$ cat src/rtl/proc_pkg.sv
// proc_pkg: phase-sequencer states and opcode constants shared with the control decoder
package proc_pkg;
  localparam int NUM_PHASES = 5;
  localparam logic [1:0] OP_ALU = 2'b11;
  localparam logic [3:0] ALU_HLT = 4'b1111;
  typedef enum logic [2:0] {IDLE, P0, P1, P2, P3, P4} state_t;
endpackage

$ cat src/rtl/phase_sequencer_if.sv
// phase_sequencer_if: run-control, IR, ALU-flag and phase/status bundle of the phase sequencer
interface phase_sequencer_if import proc_pkg::*; #(parameter int CNT_W = 16);
`ifdef PHASE_SEQ_SINGLE_STEP_EN
  logic step_req;
`endif
  logic exec_req;
  logic [15:0] instruction;
  logic flag_we;
  logic alu_s, alu_z, alu_c, alu_v;
  logic [NUM_PHASES-1:0] phase;
  logic p0, exec, pc_e;
  logic S, Z, C, V;
  logic halted;
  logic [CNT_W-1:0] instr_count;
  modport master (
`ifdef PHASE_SEQ_SINGLE_STEP_EN
    output step_req,
`endif
    output exec_req, instruction, flag_we, alu_s, alu_z, alu_c, alu_v,
    input phase, p0, exec, pc_e, S, Z, C, V, halted, instr_count
  );
  modport slave (
`ifdef PHASE_SEQ_SINGLE_STEP_EN
    input step_req,
`endif
    input exec_req, instruction, flag_we, alu_s, alu_z, alu_c, alu_v,
    output phase, p0, exec, pc_e, S, Z, C, V, halted, instr_count
  );
endinterface

$ cat src/rtl/phase_sequencer_flag_reg.sv
// flag_reg: S/Z/C/V condition-flag register with load enable
module flag_reg (
  input  logic       clk,
  input  logic       rst,
  input  logic       load,
  input  logic [3:0] d,
  output logic [3:0] q
);
  always_ff @(posedge clk or negedge rst)
    if (!rst) q <= 4'b0;
    else if (load) q <= d;
endmodule

$ cat src/rtl/phase_sequencer.sv
// phase_sequencer: run/stop control and five-phase sequencer; PHASE_SEQ_SINGLE_STEP_EN adds step_req
module phase_sequencer import proc_pkg::*; #(parameter int CNT_W = 16) (
  input logic clk,
  input logic rst,
  phase_sequencer_if.slave bus
);
  state_t state, state_nx;
  logic hlt, stop, halted, single, start, is_hlt;
  logic [CNT_W-1:0] count;
  logic [3:0] flags;
  assign is_hlt = bus.instruction[15:14] == OP_ALU && bus.instruction[7:4] == ALU_HLT;
`ifdef PHASE_SEQ_SINGLE_STEP_EN
  assign start = bus.exec_req | bus.step_req;
  // a single-step run ends after its P4; exec_req wins when both arrive together
  always_ff @(posedge clk or negedge rst)
    if (!rst) single <= 1'b0;
    else if (state == IDLE) single <= bus.step_req & ~bus.exec_req;
`else
  assign start = bus.exec_req;
  assign single = 1'b0;
`endif
  always_comb begin
    state_nx = state;
    case (state)
      IDLE: state_nx = start ? P0 : IDLE;
      P0: state_nx = P1;
      P1: state_nx = P2;
      P2: state_nx = P3;
      P3: state_nx = P4;
      P4: state_nx = (hlt | stop | bus.exec_req | single) ? IDLE : P0;
      default: state_nx = IDLE;
    endcase
  end
  always_ff @(posedge clk or negedge rst)
    if (!rst) begin
      state <= IDLE;
      hlt <= 1'b0;
      stop <= 1'b0;
      halted <= 1'b0;
      count <= '0;
    end else begin
      state <= state_nx;
      hlt <= (state == P1) ? is_hlt : (state == P4) ? 1'b0 : hlt;
      stop <= (state != IDLE) & (stop | bus.exec_req);
      halted <= (state == P4 && hlt) ? 1'b1 : (state == IDLE && bus.exec_req) ? 1'b0 : halted;
      if (state == P4) count <= count + 1'b1;
    end
  flag_reg u_flag_reg (
    .clk(clk),
    .rst(rst),
    .load(bus.flag_we && state == P2),
    .d({bus.alu_s, bus.alu_z, bus.alu_c, bus.alu_v}),
    .q(flags)
  );
  assign bus.phase = {state == P4, state == P3, state == P2, state == P1, state == P0};
  assign bus.p0 = state == P0;
  assign bus.exec = state != IDLE;
  assign bus.pc_e = state == P4;
  assign {bus.S, bus.Z, bus.C, bus.V} = flags;
  assign bus.halted = halted;
  assign bus.instr_count = count;
endmodule
$ cat src/flat_wrapper.sv
// flat-port wrapper written by rule: the top's interface ports become plain ports
module phase_sequencer_flat import proc_pkg::*;
#(parameter int CNT_W = 16)
  (clk, rst, bus_exec_req, bus_instruction, bus_flag_we, bus_alu_s, bus_alu_z, bus_alu_c, bus_alu_v, bus_phase, bus_p0, bus_exec, bus_pc_e, bus_S, bus_Z, bus_C, bus_V, bus_halted, bus_instr_count);
  phase_sequencer_if #(.CNT_W(CNT_W)) bus_i ();
  input logic clk;
  input logic rst;
  input wire logic [$bits(bus_i.exec_req)-1:0] bus_exec_req;
  input wire logic [$bits(bus_i.instruction)-1:0] bus_instruction;
  input wire logic [$bits(bus_i.flag_we)-1:0] bus_flag_we;
  input wire logic [$bits(bus_i.alu_s)-1:0] bus_alu_s;
  input wire logic [$bits(bus_i.alu_z)-1:0] bus_alu_z;
  input wire logic [$bits(bus_i.alu_c)-1:0] bus_alu_c;
  input wire logic [$bits(bus_i.alu_v)-1:0] bus_alu_v;
  output wire logic [$bits(bus_i.phase)-1:0] bus_phase;
  output wire logic [$bits(bus_i.p0)-1:0] bus_p0;
  output wire logic [$bits(bus_i.exec)-1:0] bus_exec;
  output wire logic [$bits(bus_i.pc_e)-1:0] bus_pc_e;
  output wire logic [$bits(bus_i.S)-1:0] bus_S;
  output wire logic [$bits(bus_i.Z)-1:0] bus_Z;
  output wire logic [$bits(bus_i.C)-1:0] bus_C;
  output wire logic [$bits(bus_i.V)-1:0] bus_V;
  output wire logic [$bits(bus_i.halted)-1:0] bus_halted;
  output wire logic [$bits(bus_i.instr_count)-1:0] bus_instr_count;
  assign bus_i.exec_req = bus_exec_req;
  assign bus_i.instruction = bus_instruction;
  assign bus_i.flag_we = bus_flag_we;
  assign bus_i.alu_s = bus_alu_s;
  assign bus_i.alu_z = bus_alu_z;
  assign bus_i.alu_c = bus_alu_c;
  assign bus_i.alu_v = bus_alu_v;
  assign bus_phase = bus_i.phase;
  assign bus_p0 = bus_i.p0;
  assign bus_exec = bus_i.exec;
  assign bus_pc_e = bus_i.pc_e;
  assign bus_S = bus_i.S;
  assign bus_Z = bus_i.Z;
  assign bus_C = bus_i.C;
  assign bus_V = bus_i.V;
  assign bus_halted = bus_i.halted;
  assign bus_instr_count = bus_i.instr_count;
  phase_sequencer #(.CNT_W(CNT_W)) u_core (.clk(clk), .rst(rst), .bus(bus_i));
endmodule
$ cat config.mk
export PLATFORM = sky130hd
export DESIGN_NAME = phase_sequencer_flat
export DESIGN_NICKNAME = d
export VERILOG_FILES = /design/src/rtl/proc_pkg.sv /design/src/rtl/phase_sequencer_if.sv /design/src/rtl/phase_sequencer_flag_reg.sv /design/src/rtl/phase_sequencer.sv /design/src/flat_wrapper.sv
export SDC_FILE = /design/constraint.sdc
export NUM_CORES = 1
export LEC_CHECK = 0
export BUFFER_PORTS_ARGS = -buffer_cell sky130_fd_sc_hd__buf_2
export CORE_MARGIN = 4
export CORE_UTILIZATION = 41
export CTS_CLUSTER_DIAMETER = 100
export DETAILED_ROUTE_END_ITERATION = 7
export GPL_ROUTABILITY_DRIVEN = 0
export PLACE_DENSITY = 0.85
export SKIP_CTS_REPAIR_TIMING = 1
export SYNTH_ARGS = -nofsm -noshare
export SYNTH_HDL_FRONTEND = slang
export SYNTH_HIERARCHICAL = 1
export SYNTH_SLANG_ARGS = --single-unit
$ cat constraint.sdc
create_clock -name clk -period 1.33 [get_ports clk]
set_clock_uncertainty 0.05 [all_clocks]
set_input_delay 0.1995 -clock clk [delete_from_list [all_inputs] [get_ports clk]]
set_output_delay 0.1995 -clock clk [all_outputs]
set_load 0.005 [all_outputs]
# [Yosys cells after proc, flatten, opt, wreduce, memory -nomap -nowiden]
# Cells that the tools add are included.
[word_totals] reg_bits=26 in_bits=24 out_inout_bits=29 word_cells=33
[op_classes] n_addsub=1 n_eq_ne=7 n_mux=7 bitwise=4 reduce_logical=8
[op_table] operator="3-bit case mux with 6 select lines" count=1
[op_table] operator="16-bit by 1-bit adder with 16-bit output (second input constant)" count=1
[op_table] operator="3-bit by 2-bit == test with 1-bit output (second input constant)" count=2
[op_table] operator="3-bit == test (second input constant)" count=2
[op_table] operator="1-bit two-way mux" count=6
[op_table] operator="4-bit == test (second input constant)" count=1
[op_table] operator="1-bit logical AND" count=4
[op_table] operator="2-bit nonzero test" count=2
[op_table] operator="3-bit by 1-bit == test with 1-bit output (second input constant)" count=1
[op_table] operator="3-bit zero test" count=1
[op_table] operator="1-bit OR" count=3
[op_table] operator="3-bit nonzero test" count=1
[op_table] operator="2-bit == test (second input constant)" count=1
[op_table] operator="1-bit bitwise AND" count=1

# [Depth between registers and ports, before layout]
# Gate-level depths: netlist (run 1).
[depth] ltp_word=4 ltp_mapped=6 ltp_nobuf=4

# [By module]
# Netlist (run 1), hierarchy kept.
[modules_own_cells] module="phase_sequencer" n_inst=1 cells_per_inst=91 area_per_inst_um2=1044.8 seq_area_each_um2=550.5
[modules_own_cells] module="flag_reg" n_inst=1 cells_per_inst=8 area_per_inst_um2=145.1 seq_area_each_um2=100.1

# [Worst setup path after synthesis (run 1)]
# Ideal clock, no wire load.
[synth_timing] kind="flip-flop to flip-flop" start="register u_core.state[2]" end="register u_core.u_flag_reg.q[0]" setup_time_ns=0.125 t_arrival_ns=1.271 t_required_ns=1.155 slack_ns=-0.115 path_stages_with_launch=5 n_path_buf=1 synth_period_minus_slack_ns=1.445 cell_sequence="dfrtp_1 clkbuf_2 and3b_1 and2_1 mux2_2"
[synth_via] elab_chain_len=2
[synth_rtl] element="from (decl)" line_no="phase_sequencer.sv:7" source="state_t state, state_nx;"
[synth_rtl] element="from (signal assigned)" line_no="phase_sequencer.sv:42" source="state <= state_nx;"
[synth_rtl] element="3-bit by 2-bit == test with 1-bit output"
[synth_rtl] element="net bus_phase[2]" line_no="flat_wrapper.sv:15" source="output wire logic [$bits(bus_i.phase)-1:0] bus_phase;"
[synth_rtl] element="1-bit logical AND" line_no="phase_sequencer.sv:51" source=".load(bus.flag_we && state == P2),"
[synth_rtl] element="to (signal assigned)" line_no="phase_sequencer_flag_reg.sv:10" source="if (!rst) q <= 4'b0;"
[synth_rtl] element="to (signal assigned)" line_no="phase_sequencer_flag_reg.sv:11" source="else if (load) q <= d;"
[synth_rtl] element="to (decl)" line_no="phase_sequencer_flag_reg.sv:7" source="output logic [3:0] q"
# The timed path passes the listed nets, and every way through them passes these cells.
# A chain may end at the register's enable or synchronous reset.

# [Worst setup path in the final report (run 1)]
[layout_timing] start="register u_core.state[2]" end="output bus_phase[1]"
[layout_via] elab_chain_len=1
[layout_rtl] element="3-bit by 2-bit == test with 1-bit output" line_no="phase_sequencer.sv:55" source="assign bus.phase = {state == P4, state == P3, state == P2, state == P1, state == P0};"
[layout_rtl] element="to (decl)" line_no="flat_wrapper.sv:15"
# Every way passes these cells.

==> results of run 1 <==
kinds of logic after synthesis:
family          Yosys count  share of synthesized area [%]
simple gates             41                           22.9
flops                    26                           54.7
xor+xnor                 15                           11.0
buf+inv                   7                           3.26
mux                       5                           4.73
compound gates            4                           2.31
fa+ha+maj                 1                           1.05
registers in the layout, summed over array words and instances, names as in the netlist:
register / count
u_core/hlt: 1
u_core/bus.halted: 1
u_core/bus.instr_count: 16
u_core/u_flag_reg/q: 4
u_core/stop: 1
u_core/state: 3
routing by layer:
layer	global-route usage, %	vias to the layer above
met5	0	-
met4	8.18	0
met3	3.10	7
met2	21.7	36
met1	18.0	481
li1	-	476
worst min-delay path by stage:
stage / from / endpoint / slack, ps / cells after the start
after floorplan: rst / u_core/bus.halted$_DFFE_PN0P_ / -150 / 0
after global placement: rst / u_core/bus.instr_count[14]$_DFFE_PN0N_ / 160 / 1
after detailed placement: rst / u_core/bus.instr_count[15]$_DFFE_PN0N_ / 180 / 1
after CTS: rst / u_core/u_flag_reg/q[0]$_DFFE_PN0P_ / -210 / 1
after global routing: bus_alu_z / u_core/u_flag_reg/q[2]$_DFFE_PN0P_ / 10 / 2
final: bus_alu_s / u_core/u_flag_reg/q[3]$_DFFE_PN0P_ / 40 / 2
critical path: cells and delay by family (launching register included):
kind          cells  cell delay (ps)
simple gates      1              420
buf+inv           2              150
flops             1              470
cells in the final DEF (no fill, tap or decap), drive strengths merged, types with 2 or more instances in the layout:
cell type,synthesis,routed
buf,3,66
dfrtp,26,26
xor2,8,8
nor2,8,8
xnor2,7,7
nand4,6,6
nand2,5,5
mux2,5,5
nand3,4,4
clkbuf,1,4
and3,3,3
nor3b,3,3
inv,3,3
and4,2,2
and3b,2,2
or2,2,2
area by class of cell:
type	count	area (um^2)	share of cell area, %
multi-input cells	66	578	32.5
well taps	31	38.8	2.18
inverters	3	13.8	0.775
clock buffers	4	36.3	2.04
repair buffers	67	455	25.6
flip-flops and latches	26	654	36.8
power by group:
part	internal [mW]	switching, mW	leakage (nW)	total, mW
Sequential	0.975	0.151	0.339	1.13
Combinational	0.753	0.507	0.606	1.26
Clock	0.168	0.248	0.0210	0.416
==> reports/qor.txt, run 1 <==
Outcome: complete, but fails checks
Violations in the final reports: setup timing
Number of synthesized flops with an enable pin: 0
Fraction of layout instances using a drive strength above 1: 57.8%
Capture point of the worst reg-to-reg path: u_core/bus.instr_count[12]$_DFFE_PN0N_
Vias in the first global route: 910
Mean instance size in the synthesized netlist: 12.0 um^2
Antenna fix cells: 0
Clock slew at the register clock pins of the worst setup and hold paths: 140 ps
Total Nets Final: 192
Largest fanout of any net on the critical path: 6
FF-to-FF setup slack: -150 ps
Floorplan die area: 3830 um^2
Synthesis-to-layout area growth: 49.3%
Cell depth of the worst flop-to-flop path: 5
Synth area leaders: sky130_fd_sc_hd__dfrtp_1, sky130_fd_sc_hd__xor2_1, sky130_fd_sc_hd__xnor2_1
Max-cap violations: 0
Final number of max-transition violations: 0
Critical Path Source Type: flop
Pin count of the biggest net entering global routing: 27
# clock sinks: 26
Remaining number of nets flagged by the antenna check after routing: 0
First-pass iteration count of the detailed router: 4
Routed length on met1: 1280 um
First-pass GRT wire length: 3890 um
Worst setup slack after placement: -119 ps
Count of unique library cells instantiated by Yosys: 28
Launching point of the worst reg2reg path: u_core/state[1]$_DFF_PN0_
Power density cells: 1580 nW/um^2
Type of the worst min-delay path: primary input to flop
Clock buffers created by TritonCTS: 3
Count of yosys warnings during synthesis: 6
Routed met3 length: 183 um
Static Leakage: 0.966 nW
Layout Cell Area excl Fill: 1780 um^2
Post-route setup slack: -308 ps
Post-Place Cells: 185
Share of async-settable or async-resettable flops after synthesis: 100%
Crit end category: output pin
Vias per inst: 5.08
Most frequently used cell type in the post-synthesis netlist: sky130_fd_sc_hd__dfrtp_1
Maximum root-to-sink buffer count: 2
Num rows: 19
Most used flip-flop cell after synthesis: sky130_fd_sc_hd__dfrtp_1
Number of buffer cells added on primary ports: 42
Portion of synthesized cell area occupied by the leading cell type: 54.7%
Gate count of the mapped netlist: 99
Cell area reported after detailed placement: 1550 um^2
Data required time at the worst endpoint: 1080 ps
Sum of met2 wire segment lengths after detailed routing: 1390 um
Later-pin clock latency in the skew report: 340 ps
Setup repair after global routing missed its margin: true
Worst hold slack: 38.2 ps
Post-detailed-placement half-perimeter wirelength: 1900 um
GRT Overall Usage: 14.0%
Worst setup path end: bus_phase[1]
Core Box Area: 2760 um^2
Power Total: 2.80 mW
Iteration-0 DRC count of the detailed router: 24
Arrival time of the worst setup path: 1390 ps
Flops & latches, synth: 26
Filler cell count: 223
Fraction of the cycle the final worst path needs: 123%
Antenna violations before repair: 0
Final hold vios: 0
Largest area contributor in the netlist: sky130_fd_sc_hd__dfrtp_1
CTS tree: yes
Min Clock Period, post-route: 1640 ps
Drt wl/cell: 14.8 um
Final Setup Violations: 26
Vias: 1000
Master of the slowest instance on the critical path: sky130_fd_sc_hd__dfrtp_2
Starting density of the core: 43.1%
Headroom to the max-slew limit: 60.7%
Final non-filler cell total: 197
Tightest Pin Transition: 590 ps
Post-route setup TNS: -3470 ps
Overflow left after global routing: 0
Total wire length after detailed routing: 2920 um
Die X-Extent: 61.9 um
Highest routed metal layer: met4
Number of top-level pins: 53
CP Launch Point: u_core/state[2]$_DFF_PN0_
Cell breakdown of the critical path: or3b_4 -> inv_4 -> buf_6
Net count after synthesis: 124
Total DRC errors in the routed layout: 0
Die Y: 61.9 um
Leading cell types by count after synthesis: sky130_fd_sc_hd__dfrtp_1, sky130_fd_sc_hd__nor2_1, sky130_fd_sc_hd__xor2_1
CTS H-tree depth: 1
Crit-path max cell delay: 470 ps
Fmax: 0.610 GHz
Start-to-end type of the worst setup path: flop to output pin
Cell area after synthesis: 1190 um^2
CTS Root Buffer Type: sky130_fd_sc_hd__clkbuf_4
Post-layout utilization of the core: 64.4%
Worst VDD drop: 0.00105 V
Proportion of synthesized chip area in sequential cells: 54.7%
(Power assumes the default switching activity.)
==> run 2: changes to the inputs <==
--- a/config.mk
+++ b/config.mk
@@ -7,11 +7,12 @@
 export LEC_CHECK = 0
 export BUFFER_PORTS_ARGS = -buffer_cell sky130_fd_sc_hd__buf_2
 export CORE_MARGIN = 4
-export CORE_UTILIZATION = 41
+export CORE_UTILIZATION = 40
+export CTS_BUF_LIST = sky130_fd_sc_hd__clkbuf_16
 export CTS_CLUSTER_DIAMETER = 100
 export DETAILED_ROUTE_END_ITERATION = 7
 export GPL_ROUTABILITY_DRIVEN = 0
-export PLACE_DENSITY = 0.85
+export PLACE_DENSITY = 0.83
 export SKIP_CTS_REPAIR_TIMING = 1
 export SYNTH_ARGS = -nofsm -noshare
 export SYNTH_HDL_FRONTEND = slang
==> run 2 against run 1 <==
  * The flow still finishes with violations (setup timing)
  * Setup slack better by 110 ps
  * Core utilization down 0.96 points
  * Non-clock buffer count down 1
  * Cell count down 1.0%
  * Fmax up 7.0%
  * Total power up 4.5%
  * Sequential share of layout area down 0.078 points
  * Global-route usage up 0.12 points
  * Sequential power about the same
  * Critical endpoint is now bus_pc_e
  * Highest routed layer unchanged
==> reports/qor.txt, run 2 (same netlist as run 1, synthesis figures left out) <==
Power Total: 2.93 mW (+4.5%)
Filler cell count: 218 (-2.2%)
Drt wl/cell: 13.9 um (-6.3%)
Setup repair after global routing missed its margin: true
Post-layout utilization of the core: 63.5% (-0.96 points)
# clock sinks: 26 (unchanged)
GRT Overall Usage: 14.1% (+0.12 points)
Antenna fix cells: 0 (unchanged)
Die Y: 62.5 um (+1.1%)
Total DRC errors in the routed layout: 0 (unchanged)
Start-to-end type of the worst setup path: flop to output pin
Iteration-0 DRC count of the detailed router: 25 (+4.2%)
Data required time at the worst endpoint: 1080 ps (about the same)
Starting density of the core: 42.4% (-0.73 points)
Crit end category: output pin
Area taken by flip-flops and latches: 654 um^2 (unchanged)
Combinational share of power: 39.9% (-5.1 points)
Type of the worst min-delay path: primary input to flop
Layout Cell Area excl Fill: 1780 um^2 (+0.21%)
Min Clock Period, post-route: 1530 ps (-108 ps)
Fmax: 0.653 GHz (+7.0%)
Outcome: complete, but fails checks
Master of the slowest instance on the critical path: sky130_fd_sc_hd__dfrtp_2
Max reg flops: 16 (unchanged)
Post-Place Cells: 184 (-0.54%)
Cell type with the highest occurrence count on the critical path: sky130_fd_sc_hd__buf_6
Fraction of layout instances using a drive strength above 1: 57.9% (+0.096 points)
FF-to-FF setup slack: -150 ps (about the same)
Number of buffer cells added on primary ports: 42 (unchanged)
Post-detailed-placement half-perimeter wirelength: 1990 um (+4.8%)
Fraction of power spent switching nets: 29.7% (-2.6 points)
Cell area reported after detailed placement: 1540 um^2 (-0.48%)
Core Box Area: 2810 um^2 (+1.7%)
Worst setup slack after placement: -137 ps (-17.9 ps)
Maximum root-to-sink buffer count: 2 (unchanged)
Final Setup Violations: 27 (+3.8%)
Overflow left after global routing: 0 (unchanged)
Hold Crit Start: bus_alu_c
Arrival time of the worst setup path: 1280 ps (-110 ps)
Worst VDD drop: 0.000923 V (-12%)
Tightest Pin Transition: 567 ps (-22.7 ps)
Fraction of the cycle the final worst path needs: 115% (-8.1 points)
Critical Path Source Type: flop
Vias: 999 (-0.10%)
Final number of max-transition violations: 0 (unchanged)
Later-pin clock latency in the skew report: 260 ps (-80 ps)
CTS Root Buffer Type: sky130_fd_sc_hd__clkbuf_16
Num rows: 19 (unchanged)
Clock slew at the register clock pins of the worst setup and hold paths: 60 ps (-80 ps)
Die X-Extent: 62.5 um (+1.1%)
Post-route setup TNS: -2410 ps (+1070 ps)
Static Leakage: 0.962 nW (-0.46%)
Most frequent standard cell in the layout excluding fill and tap cells: sky130_fd_sc_hd__buf_2
Largest fanout of any net on the critical path: 4 (-2)
Final hold vios: 0 (unchanged)
Capture point of the worst reg-to-reg path: u_core/bus.instr_count[1]$_DFFE_PN0N_
Internal Power: 2.06 mW (+8.5%)
Antenna violations before repair: 0 (unchanged)
CTS H-tree depth: 1 (unchanged)
First-pass GRT wire length: 4490 um (+15%)
Cell breakdown of the critical path: buf_6 -> and3b_2 -> buf_6 -> buf_6
Clock buffers created by TritonCTS: 3 (unchanged)
Proportion of power drawn by flip-flops and latches: 37.9% (-2.3 points)
Sw power: 0.871 mW (-3.9%)
Synthesis-to-layout area growth: 49.6%
Floorplan die area: 3910 um^2 (+2.2%)
Launching point of the worst reg2reg path: u_core/state[0]$_DFF_PN0_
Vias in the first global route: 1028 (+13%)
Headroom to the max-slew limit: 62.2% (+1.5 points)
Remaining number of nets flagged by the antenna check after routing: 0 (unchanged)
Crit-path max cell delay: 420 ps (-50 ps)
Violations in the final reports: setup timing
Multi-input gate area in the final layout: 562 um^2 (-2.8%)
Cell count of the worst hold path: 2 (unchanged)
Max-cap violations: 0 (unchanged)
Final non-filler cell total: 195 (-1.0%)
CTS tree: yes
Total wire length after detailed routing: 2710 um (-7.3%)
Most frequent cells in the layout: sky130_fd_sc_hd__buf_2, sky130_fd_sc_hd__dfrtp_1, sky130_fd_sc_hd__buf_4
Clk network pwr share: 22.2% (+7.3 points)
First-pass iteration count of the detailed router: 4 (unchanged)
Worst hold slack: 126 ps (+87.5 ps)
Number of top-level pins: 53 (unchanged)
Pin count of the biggest net entering global routing: 27 (unchanged)
Vias per inst: 5.12 (+0.92%)
Power density cells: 1640 nW/um^2 (+4.3%)
Worst Hold Endpoint: u_core/u_flag_reg/q[1]$_DFFE_PN0P_
Post-route setup slack: -200 ps (+108 ps)
Total Nets Final: 191 (-0.52%)
Cell depth of the worst flop-to-flop path: 5 (unchanged)
==> run 2: how the worst max path moves through the flow <==
| stage | slack [ps] | startpoint | end | depth (start not counted) |
|---|---|---|---|---|
| after detailed placement | -140 | u_core/state[1]$_DFF_PN0_ | u_core/bus.instr_count[8]$_DFFE_PN0N_ | 4 |
| after floorplan | -60 | u_core/state[2]$_DFF_PN0_ | u_core/u_flag_reg/q[0]$_DFFE_PN0P_ | 4 |
| after CTS | -310 | u_core/state[0]$_DFF_PN0_ | bus_exec | 4 |
| after global placement | -80 | u_core/state[1]$_DFF_PN0_ | u_core/bus.instr_count[10]$_DFFE_PN0N_ | 4 |
| after global routing | -230 | u_core/state[0]$_DFF_PN0_ | bus_pc_e | 4 |
| final | -200 | u_core/state[0]$_DFF_PN0_ | bus_pc_e | 4 |
==> run 2: final cells by class <==
type	instances	area share (%)
well taps	31	2.18
clock buffers	3	4.22
flip-flops and latches	26	36.8
repair buffers	66	24.5
multi-input cells	66	31.6
inverters	3	0.773
==> run 2: routing by layer <==
metal,up-vias,global-route usage (%),share of wire [%]
met1,487,14.8,41
met4,0,4.96,0.96
met3,4,4.14,6.6
met5,-,0,0
met2,35,26.6,51
li1,473,-,-
==> run 2: worst max-delay path, delay by kind of cell, from the launching register on <==
kind                   cells  cell delay (ps)
DFF                        1              420
buffers and inverters      3              350
and+or+nand+nor            1              240
==> run 2: power groups by stage <==
stage / sequential, mW / combinational, mW / clock (mW)
after global routing: 1.14 / 1.27 / 0.709
after floorplan: 1.14 / 0.460 / 0
after global placement: 1.10 / 0.878 / 0
final: 1.11 / 1.17 / 0.651
after detailed placement: 1.12 / 0.913 / 0
after CTS: 1.10 / 0.913 / 0.665
